### src/rtl/io_timer_pkg.sv
// ---------------------------------------------------------------------------
// io_timer_pkg
// Shared definitions for the io_timer peripheral: register offsets inside the
// 8-byte IO window, CTRL/STATUS bit positions, the packed CTRL register layout
// and the prescaler divisor decode.
// No ports (package).
// ---------------------------------------------------------------------------
package io_timer_pkg;

  // Register offsets within the IO window
  localparam logic [2:0] REG_CTRL   = 3'd0;
  localparam logic [2:0] REG_STATUS = 3'd1;
  localparam logic [2:0] REG_CNT_L  = 3'd2;
  localparam logic [2:0] REG_CNT_H  = 3'd3;
  localparam logic [2:0] REG_CMP_L  = 3'd4;
  localparam logic [2:0] REG_CMP_H  = 3'd5;

  // CTRL bit positions
  localparam int CTRL_EN     = 0;
  localparam int CTRL_CTC    = 1;
  localparam int CTRL_MIE    = 2;
  localparam int CTRL_PS_LSB = 3;
  localparam int CTRL_OIE    = 6;

  // STATUS bit positions
  localparam int STAT_MATCH = 0;
  localparam int STAT_OVF   = 1;

  // CTRL register image; field order follows the bit layout MSB first
  typedef struct packed {
    logic       oie;
    logic [2:0] ps;
    logic       mie;
    logic       ctc;
    logic       en;
  } ctrl_t;

  // Prescale code to terminal count (divisor - 1)
  function automatic logic [9:0] psTerminal(input logic [2:0] code);
    logic [9:0] term;
    case (code)
      3'd0:    term = 10'd0;
      3'd1:    term = 10'd1;
      3'd2:    term = 10'd3;
      3'd3:    term = 10'd7;
      3'd4:    term = 10'd15;
      3'd5:    term = 10'd63;
      3'd6:    term = 10'd255;
      default: term = 10'd1023;
    endcase
    return term;
  endfunction

endpackage

### src/rtl/io_timer_prescaler.sv
// ---------------------------------------------------------------------------
// io_timer_prescaler
// 10-bit prescale counter that emits a one-cycle tick every divisor cycles.
// Ports:
//   clk     - system clock
//   reset   - synchronous, active-high reset
//   enable  - counter runs while high, held at 0 while low
//   restart - forces the counter back to 0 on the next edge
//   ps      - 3-bit prescale code (see psTerminal)
//   tick    - one-cycle pulse when the counter is at its terminal count
// ---------------------------------------------------------------------------
module io_timer_prescaler
  import io_timer_pkg::*;
(
  input  logic       clk,
  input  logic       reset,
  input  logic       enable,
  input  logic       restart,
  input  logic [2:0] ps,
  output logic       tick
);

  logic [9:0] count_q;
  logic [9:0] count_d;
  logic [9:0] terminal;

  assign terminal = psTerminal(ps);
  assign tick     = enable && (count_q == terminal);

  // Count up to the terminal value and wrap; any restart or disable parks at 0
  always_comb begin
    count_d = count_q + 10'd1;
    if (!enable || restart || tick) begin
      count_d = 10'd0;
    end
  end

  always_ff @(posedge clk) begin
    if (reset) begin
      count_q <= 10'd0;
    end else begin
      count_q <= count_d;
    end
  end

endmodule

### src/rtl/io_timer.sv
// ---------------------------------------------------------------------------
// io_timer
// Memory-mapped 16-bit timer/counter with prescaler, clear-on-compare mode,
// sticky MATCH/OVF flags, atomic 16-bit count access and a level interrupt.
// Ports:
//   clk      - system clock
//   reset    - synchronous, active-high reset
//   cs       - decoded select for the 8-byte IO window
//   addr     - register offset
//   din      - write data
//   write_en - write strobe (qualified by cs)
//   read_en  - read strobe (qualified by cs)
//   dout     - registered read data, holds until the next read
//   irq      - level interrupt request
//   irq_clr  - interrupt acknowledge, clears the enabled flags
//   pwm_out  - PWM output (only with IO_TIMER_PWM_EN)
// Configuration macro: IO_TIMER_PWM_EN adds pwm_out and double-buffers CMP.
// ---------------------------------------------------------------------------
module io_timer
  import io_timer_pkg::*;
(
  input  logic       clk,
  input  logic       reset,
  input  logic       cs,
  input  logic [2:0] addr,
  input  logic [7:0] din,
  input  logic       write_en,
  input  logic       read_en,
  output logic [7:0] dout,
  output logic       irq,
  input  logic       irq_clr
`ifdef IO_TIMER_PWM_EN
  ,
  output logic       pwm_out
`endif
);

  ctrl_t       ctrl_q;
  ctrl_t       ctrl_d;
  logic [1:0]  flags_q;
  logic [1:0]  flags_d;
  logic [15:0] cnt_q;
  logic [15:0] cnt_d;
  logic [15:0] cmp_q;
  logic [15:0] cmp_d;
  logic [7:0]  shadow_q;
  logic [7:0]  shadow_d;
  logic [7:0]  temp_q;
  logic [7:0]  temp_d;
  logic [7:0]  dout_q;
  logic [7:0]  dout_d;

  logic wr;
  logic rd;
  logic ctrlWr;
  logic statusWr;
  logic cntLWr;
  logic cntHWr;
  logic cmpLWr;
  logic cmpHWr;
  logic tickRaw;
  logic tick;
  logic cntEqCmp;
  logic ctcClear;
  logic hwMatch;
  logic hwOvf;

  assign wr       = cs && write_en;
  assign rd       = cs && read_en;
  assign ctrlWr   = wr && (addr == REG_CTRL);
  assign statusWr = wr && (addr == REG_STATUS);
  assign cntLWr   = wr && (addr == REG_CNT_L);
  assign cntHWr   = wr && (addr == REG_CNT_H);
  assign cmpLWr   = wr && (addr == REG_CMP_L);
  assign cmpHWr   = wr && (addr == REG_CMP_H);

  io_timer_prescaler u_prescaler (
    .clk     (clk),
    .reset   (reset),
    .enable  (ctrl_q.en),
    .restart (ctrlWr || cntLWr),
    .ps      (ctrl_q.ps),
    .tick    (tickRaw)
  );

  // A CTRL write that turns the timer off swallows a tick landing on the same edge
  assign tick     = tickRaw && !(ctrlWr && !din[CTRL_EN]);
  assign cntEqCmp = (cnt_q == cmp_q);
  assign ctcClear = ctrl_q.ctc && cntEqCmp;
  assign hwMatch  = tick && cntEqCmp;
  assign hwOvf    = tick && (cnt_q == 16'hFFFF);

  assign irq  = (flags_q[STAT_MATCH] && ctrl_q.mie) || (flags_q[STAT_OVF] && ctrl_q.oie);
  assign dout = dout_q;

  // Control register and the CNT_H staging byte
  always_comb begin
    ctrl_d = ctrl_q;
    temp_d = temp_q;
    if (ctrlWr) begin
      ctrl_d.en  = din[CTRL_EN];
      ctrl_d.ctc = din[CTRL_CTC];
      ctrl_d.mie = din[CTRL_MIE];
      ctrl_d.ps  = din[CTRL_PS_LSB +: 3];
      ctrl_d.oie = din[CTRL_OIE];
    end
    if (cntHWr) begin
      temp_d = din;
    end
  end

  // Counter: a CNT_L load overrides the tick increment
  always_comb begin
    cnt_d = cnt_q;
    if (tick) begin
      cnt_d = ctcClear ? 16'd0 : cnt_q + 16'd1;
    end
    if (cntLWr) begin
      cnt_d = {temp_q, din};
    end
  end

  // Sticky flags: software clears first, hardware sets last so they win
  always_comb begin
    flags_d = flags_q;
    if (statusWr) begin
      flags_d = flags_q & ~din[1:0];
    end
    if (irq_clr) begin
      if (ctrl_q.mie) flags_d[STAT_MATCH] = 1'b0;
      if (ctrl_q.oie) flags_d[STAT_OVF]   = 1'b0;
    end
    if (hwMatch) flags_d[STAT_MATCH] = 1'b1;
    if (hwOvf)   flags_d[STAT_OVF]   = 1'b1;
  end

  // Read path returns pre-edge values; a CNT_L read snapshots the high byte
  always_comb begin
    dout_d   = dout_q;
    shadow_d = shadow_q;
    if (rd) begin
      case (addr)
        REG_CTRL:   dout_d = {1'b0, ctrl_q};
        REG_STATUS: dout_d = {6'b0, flags_q};
        REG_CNT_L:  dout_d = cnt_q[7:0];
        REG_CNT_H:  dout_d = shadow_q;
        REG_CMP_L:  dout_d = cmp_q[7:0];
        REG_CMP_H:  dout_d = cmp_q[15:8];
        default:    dout_d = 8'h00;
      endcase
      if (addr == REG_CNT_L) begin
        shadow_d = cnt_q[15:8];
      end
    end
  end

`ifdef IO_TIMER_PWM_EN
  logic [15:0] cmpBuf_q;
  logic [15:0] cmpBuf_d;
  logic        pwm_q;
  logic        pwm_d;
  logic        wrapNow;

  // The count wraps to zero through CTC clear or 0xFFFF rollover, unless reloaded
  assign wrapNow = tick && (ctcClear || (cnt_q == 16'hFFFF)) && !cntLWr;

  // CMP writes land in the buffer; the active compare follows the buffer
  // while stopped and otherwise only at a wrap, so a period never tears
  always_comb begin
    cmpBuf_d = cmpBuf_q;
    if (cmpLWr) cmpBuf_d[7:0]  = din;
    if (cmpHWr) cmpBuf_d[15:8] = din;
    cmp_d = cmp_q;
    if (!ctrl_q.en) begin
      cmp_d = cmpBuf_d;
    end else if (wrapNow) begin
      cmp_d = cmpBuf_q;
    end
  end

  assign pwm_d   = ctrl_q.en && (cnt_q < cmp_q);
  assign pwm_out = pwm_q;

  always_ff @(posedge clk) begin
    if (reset) begin
      cmpBuf_q <= 16'd0;
      pwm_q    <= 1'b0;
    end else begin
      cmpBuf_q <= cmpBuf_d;
      pwm_q    <= pwm_d;
    end
  end
`else
  // Compare bytes are written straight into the active compare register
  always_comb begin
    cmp_d = cmp_q;
    if (cmpLWr) cmp_d[7:0]  = din;
    if (cmpHWr) cmp_d[15:8] = din;
  end
`endif

  always_ff @(posedge clk) begin
    if (reset) begin
      ctrl_q   <= '0;
      flags_q  <= 2'b00;
      cnt_q    <= 16'd0;
      cmp_q    <= 16'd0;
      shadow_q <= 8'h00;
      temp_q   <= 8'h00;
      dout_q   <= 8'h00;
    end else begin
      ctrl_q   <= ctrl_d;
      flags_q  <= flags_d;
      cnt_q    <= cnt_d;
      cmp_q    <= cmp_d;
      shadow_q <= shadow_d;
      temp_q   <= temp_d;
      dout_q   <= dout_d;
    end
  end

endmodule

### config.mk
export PLATFORM = sky130hd
export DESIGN_NAME = io_timer
export DESIGN_NICKNAME = d
export VERILOG_FILES = /design/src/rtl/io_timer_pkg.sv /design/src/rtl/io_timer_prescaler.sv /design/src/rtl/io_timer.sv
export SDC_FILE = /design/constraint.sdc
export NUM_CORES = 1
export LEC_CHECK = 0
export BUFFER_PORTS_ARGS = -buffer_cell sky130_fd_sc_hd__buf_2
export CAP_MARGIN = 30
export CORE_MARGIN = 1.5
export CORE_UTILIZATION = 40
export DETAILED_ROUTE_END_ITERATION = 12
export MAX_ROUTING_LAYER = met4
export SLEW_MARGIN = 20
export SYNTH_ARGS = -nofsm -noshare
export SYNTH_HDL_FRONTEND = slang
export SYNTH_SLANG_ARGS = --single-unit
### constraint.sdc
create_clock -name clk -period 2.64 [get_ports clk]
set_input_delay 0.132 -clock clk [delete_from_list [all_inputs] [get_ports clk]]
set_output_delay 0.132 -clock clk [all_outputs]
set_load 0.005 [all_outputs]
# --- Yosys cells after proc, flatten, opt, wreduce, memory -nomap -nowiden ---
# Index checks and enable logic that the tools add are counted.
classes:
  add_sub_neg: 2
  n_mul: 0
  n_div: 0
  n_lt_le_gt_ge: 0
  eq_ne: 14
  shifts: 0
  n_mux: 11
  bitwise_logic: 2
  n_reduce_logical: 28
ops:
  columns: ["cell", "count"]
  rows:
  - ["10-bit case mux with 7 select lines", 1]
  - ["16-bit 2-to-1 mux", 3]
  - ["8-bit case mux with 6 select lines", 1]
  - ["16-bit by 1-bit adder with 16-bit output (second input constant)", 1]
  - ["16-bit equality test", 1]
  - ["16-bit equality test (second input constant)", 1]
  - ["1-bit logical AND", 16]
  - ["3-bit equality test (second input constant)", 5]
  - ["3-bit by 2-bit equality test with 1-bit output (second input constant)", 4]
  - ["10-bit by 1-bit adder with 10-bit output (second input constant)", 1]
  - ["10-bit equality test", 1]
  - ["3-bit by 1-bit equality test with 1-bit output (second input constant)", 2]
  - ["3-bit logical NOT", 2]
  - ["1-bit logical OR", 4]
  - ["1-bit 2-to-1 mux", 4]
  - ["2-bit 2-to-1 mux", 2]
  - ["1-bit logical NOT", 3]
  - ["2-bit bitwise AND", 1]
  - ["2-bit NOT", 1]
  - ["2-bit AND reduction", 1]
  - ["2-bit nonzero test", 1]
  - ["2-bit OR reduction", 1]
totals:
  regBits: 75
  latchBits: 0
  ramBits: 0
  mem_bits_ro: 0
  inputBits: 17
  out_inout_bits: 9
  elab_cells: 70
  n_memories: 0

# --- Depth between registers and ports, before layout ---
logic_depth:
  ltp_word: 7
  mapped_depth: 10
  ltp_nobuf: 7

# --- Hierarchy ---
# A second synthesis with hierarchy kept.
unflattened:
  cells_unflattened: 477
  area_unflattened_um2: 4182.8
by_module_without_submodules:
  columns: ["mod", "n_inst", "cells_per_inst", "area_per_inst_um2", "seq_area_each_um2"]
  rows:
  - ["io_timer", 1, 403, 3559.7, 1301.2]
  - ["io_timer_prescaler", 1, 74, 623.1, 200.2]

# --- Least setup slack after synthesis ---
# No wires, ideal clock.
synth_path:
  kind: "register -> register"
  startpoint: "register cnt_q[10]"
  endpoint: "register cnt_q[5]"
  setup_time_ns: 0.132
  arrival_time_ns: 1.884
  t_required_ns: 2.508
  slack_ns: 0.623
  stages_incl_launch_ff: 9
  n_path_buf: 2
  period_less_slack_ns: 2.017
  cell_sequence: "dfxtp_1 clkbuf_1 xnor2_1 nand4_1 nor4_4 nand2_1 clkbuf_1 a41oi_1 a31oi_1"
synth_via:
  elab_chain_cells: 5
synth_lines:
  columns: ["item", "line_no", "rtl"]
  rows:
  - ["start, declared", "io_timer.sv:42", "logic [15:0] cnt_q;"]
  - ["start signal, assigned", "io_timer.sv:214", "cnt_q <= cnt_d;"]
  - ["16-bit equality test", "io_timer.sv:88", "assign cntEqCmp = (cnt_q == cmp_q);"]
  - ["1-bit logical AND", "io_timer.sv:89", "assign ctcClear = ctrl_q.ctc && cntEqCmp;"]
  - ["16-bit 2-to-1 mux", "io_timer.sv:116", "cnt_d = ctcClear ? 16'd0 : cnt_q + 16'd1;"]
  - ["16-bit 2-to-1 mux", "io_timer.sv:115", "if (tick) begin"]
  - ["16-bit 2-to-1 mux", "io_timer.sv:118", "if (cntLWr) begin"]
# No other way between the ends. The select of a mux whose other input is x is not followed.
# A chain may end at the register's enable or synchronous reset.

# --- Worst setup path in the final report ---
layout_path:
  startpoint: "register ctrl_q[4] (netlist bit)"
  endpoint: "register cnt_q[4]"
layout_via:
  elab_chain_cells: 6
  elab_cells_between_ends: 12
  cone_classes: "eq/ne (7); mux (1); reduce/logical (4)"
layout_lines:
  columns: ["item", "line_no", "rtl"]
  rows:
  - ["start, declared", "io_timer.sv:38", "ctrl_t ctrl_q;"]
  - ["start signal, assigned", "io_timer.sv:212", "ctrl_q <= ctrl_d;"]
  - ["3-bit equality test, or another cell as far along", "io_timer_pkg.sv:41", "case (code)"]
  - ["10-bit case mux with 7 select lines (*)", "io_timer_pkg.sv:41", null]
  - ["10-bit equality test (*)", "io_timer_prescaler.sv:28", "assign tick = enable && (count_q == terminal);"]
  - ["1-bit logical AND (*)", "io_timer_prescaler.sv:28", null]
  - ["1-bit logical AND (*)", "io_timer.sv:87", "assign tick = tickRaw && !(ctrlWr && !din[CTRL_EN]);"]
  - ["2-bit nonzero test (no source line) (*)", null, null]
# Mark *: on every way between the ends. The rest lies on a longest branch, timed or not.

==> flow_metrics.env <==
export IMPL_dr_pass1_iters=4
export IMPL_finalHoldViolCount=0
export IMPL_rr_worst_depth=6
export IMPL_ys_flop_type="dfxtp_1"
export IMPL_yosys_warnings=0
export IMPL_max_freq_ghz=0.427
export IMPL_fin_setup_tns_ns=0
export IMPL_wl_per_cell_um=18.1
export IMPL_synth_area_leaders="dfxtp_1 37%, mux2i_1 11%, nor2_1 6.6%"
export IMPL_synth_seq_cells=75
export IMPL_worst_slew_pin_slew_ns=0.614
export IMPL_synth_edf_count=0
export IMPL_place_hpwl_um=8720
export IMPL_slowest_stage="or3_1"
export IMPL_syn_instance_count=496
export IMPL_dpl_instance_area_um2=4400
export IMPL_status="completed"
export IMPL_ant_nets=0
export IMPL_cts_htree_levels=3
export IMPL_die_w_um=104
export IMPL_drc=0
export IMPL_dr_total_vias=3755
export IMPL_avgSynthCellArea_um2=8.20
export IMPL_clk_latency_ns=0.36
export IMPL_diodes=0
export IMPL_clk_pin_slew_worst_paths_ns=0.09
export IMPL_cts_buffer_depth=2
export IMPL_yosysUniqueCellTypes=58
export IMPL_die_height_um=104
export IMPL_coreArea_um2=9820
export IMPL_gp_congestion=0.908
export IMPL_synth_top_area_share_pct=36.9
export IMPL_hold_path_startpoint="reset"
export IMPL_yosys_area_top_type="dfxtp_1"
export IMPL_cts_tree="done"
export IMPL_nNetsFinal=541
export IMPL_whs_path_depth=2
export IMPL_synth_area_um2=4070
export IMPL_num_fill_cells=1037
export IMPL_cts_sinks=75
export IMPL_finalNonFillerCells=660
export IMPL_io_pins=26
export IMPL_avgViaCountPerCell=5.69
export IMPL_seq_area_um2=1500
export IMPL_wirelength_um=11900
export IMPL_irDropWorstVdd_uv=302
export IMPL_cp_startpoint="ctrl_q[4]$_SDFFE_PP0P_"
export IMPL_setup_viol=0
export IMPL_ctsResizeCount=0
export IMPL_routed_wl_met2_um=5520
export IMPL_cp_start_kind="flop"
export IMPL_max_cap_violations=0
export IMPL_dieArea_um2=10800
export IMPL_cts_hold_fix_buffers=0
export IMPL_crit_fanout=14
export IMPL_worstReg2RegEnd="cnt_q[4]$_SDFFE_PP0P_"
export IMPL_max_stage_delay_ns=0.60
export IMPL_io_buffer_count=25
export IMPL_area_delta_synth_final_pct=13.1
export IMPL_synth_yosys_seq_area_share_pct=36.9
export IMPL_r2r_start="ctrl_q[4]$_SDFFE_PP0P_"
export IMPL_grt_overflow_total=0
export IMPL_grt_pass1_wl_um=19300
export IMPL_groute_usage_overall_pct=23.6
export IMPL_arrival_ns=2.58
export IMPL_finalCoreUtilization_pct=46.8
export IMPL_start_util_pct=41.4
export IMPL_crit_buf_inv=0
export IMPL_crit_type="reg2reg"
export IMPL_num_rows=36
export IMPL_drt_iter0_drc=252
export IMPL_required_ns=2.88
export IMPL_fin_crit_sh_pct=88.8
export IMPL_fin_area_um2=4600
export IMPL_cts_made_buffers=9
export IMPL_maxSlewHeadroom_pct=58.9
export IMPL_placed_cells=644
export IMPL_grt_max_degree=33
export IMPL_hold_end="cnt_q[14]$_SDFFE_PP0P_"
export IMPL_rsz0062_at_grt="no"
export IMPL_synth_nets=515
export IMPL_cts_root_buf="clkbuf_8"
export IMPL_finClkSkew_ns=0.00863
export IMPL_end_kind="flop"
export IMPL_wl_met3_um=608
export IMPL_period_minus_slack_ns=2.34
export IMPL_min_path_type="in2reg"
export IMPL_top_layer="met4"
export IMPL_synth_async_sr_flop_share_pct=0
export IMPL_grt_pass1_vias=3515
export IMPL_crit_family="simple AND/OR/NAND/NOR gates"
export IMPL_wl_met1_um=5420
export IMPL_multi_input_area_um2=2370
export IMPL_powerDensity_nw_per_um2=522
export IMPL_p_leak_nw=1.75
export IMPL_r2r_setup_slack_ns=0.30
export IMPL_crit_chain="nand2b_1 > a21oi_1 > or4_4 > or3_1 > nand3_1 > a31oi_1"
export IMPL_drive_above_1_share_pct=15.9
export IMPL_cts_setup_buffers=0
export IMPL_slew_viol_final=0
export IMPL_antenna_found_initial=0
-- metal layers --
metal,GRT usage [%],up-vias
met5,-,-
met4,9.03,0
met3,4.22,32
met2,36.3,117
met1,30.9,1795
li1,-,1811
-- logic make-up after synthesis --
family / synth area share [%]
AND/OR/NAND/NOR: 25.2
AO/OA/AOI/OAI: 14.7
flip-flops: 36.9
multiplexers: 12.2
buffers and inverters: 4.92
XOR/XNOR: 5.39
adder cells (fa/ha/maj): 0.615
-- where the power goes --
part	total [W]	switching (W)	internal (W)
clock network	0.000923	0.000480	0.000443
logic	0.000297	0.000177	0.000119
registers	0.00118	0.0000261	0.00116
total	0.00240	0.000683	0.00172
-- flip-flops by register name (all words and copies together), names as in the netlist --
name / flops
shadow_q: 8
dout: 8
temp_q: 8
cmp_q: 16
ctrl_q: 7
flags_q: 2
u_prescaler.count_q: 10
cnt_q: 16
-- worst reg2reg max path: cells and delay by family, from the launching register on --
kind / cells / cell delay (ns)
DFF: 1 / 0.57
and+or+nand+nor: 4 / 1.50
AOI/OAI and AO/OA: 2 / 0.15
-- worst max path at each step --
stage	to	slack [ns]	cells after the start
floorplan	cnt_q[5]$_SDFFE_PP0P_	0.62	8
global placement	cnt_q[7]$_SDFFE_PP0P_	0.36	6
detailed placement	cnt_q[8]$_SDFFE_PP0P_	0.31	6
CTS	cnt_q[8]$_SDFFE_PP0P_	0.29	6
global route	cnt_q[5]$_SDFFE_PP0P_	0.1	6
finish	cnt_q[4]$_SDFFE_PP0P_	0.30	6
-- cell type report --
| class | count | area share [%] |
|---|---|---|
| Multi-Input combinational cell | 376 | 51.5 |
| Sequential cell | 75 | 32.6 |
| Timing Repair Buffer | 53 | 7.29 |
| Tap cell | 133 | 3.62 |
| Clock buffer | 9 | 2.69 |
| Clock inverter | 7 | 1.69 |
| Inverter | 7 | 0.571 |
-- synthesized netlist by cell type (3+ instances only) --
cell / number
nand2b_1: 6
nand2_1: 50
nand3_1: 39
clkbuf_1: 25
a21oi_1: 19
inv_1: 7
and3_1: 4
or3_1: 6
nor3_1: 9
nor2_1: 72
buf_4: 3
xnor2_1: 21
mux2i_1: 44
a31oi_1: 15
nand3b_1: 6
a22o_1: 3
o221ai_1: 6
nor4_1: 4
a2bb2oi_1: 3
xor2_1: 4
buf_2: 4
o21ai_0: 17
nand4_1: 6
buf_1: 4
a22oi_1: 3
dfxtp_1: 75
-- cell usage in the layout, fill, tap and decap left out, types with 9 or more instances in the layout --
cell type,instances
a21oi_1,19
buf_2,25
nor2_1,72
a31oi_1,15
nand3_1,39
mux2i_1,44
buf_4,28
dfxtp_1,75
nand2_1,50
clkbuf_8,9
xnor2_1,21
o21ai_0,17
-- through the flow --
step / total power, W / setup slack, ns / hold slack [ns]
floorplan: 0.00139 / 0.623 / 0.276
global placement: 0.00150 / 0.358 / 0.405
finish: 0.00240 / 0.296 / 0.0445
global route: 0.00249 / 0.0961 / 0.0487
CTS: 0.00242 / 0.291 / 0.0402
detailed placement: 0.00150 / 0.310 / 0.422
(Power assumes the default switching activity.)
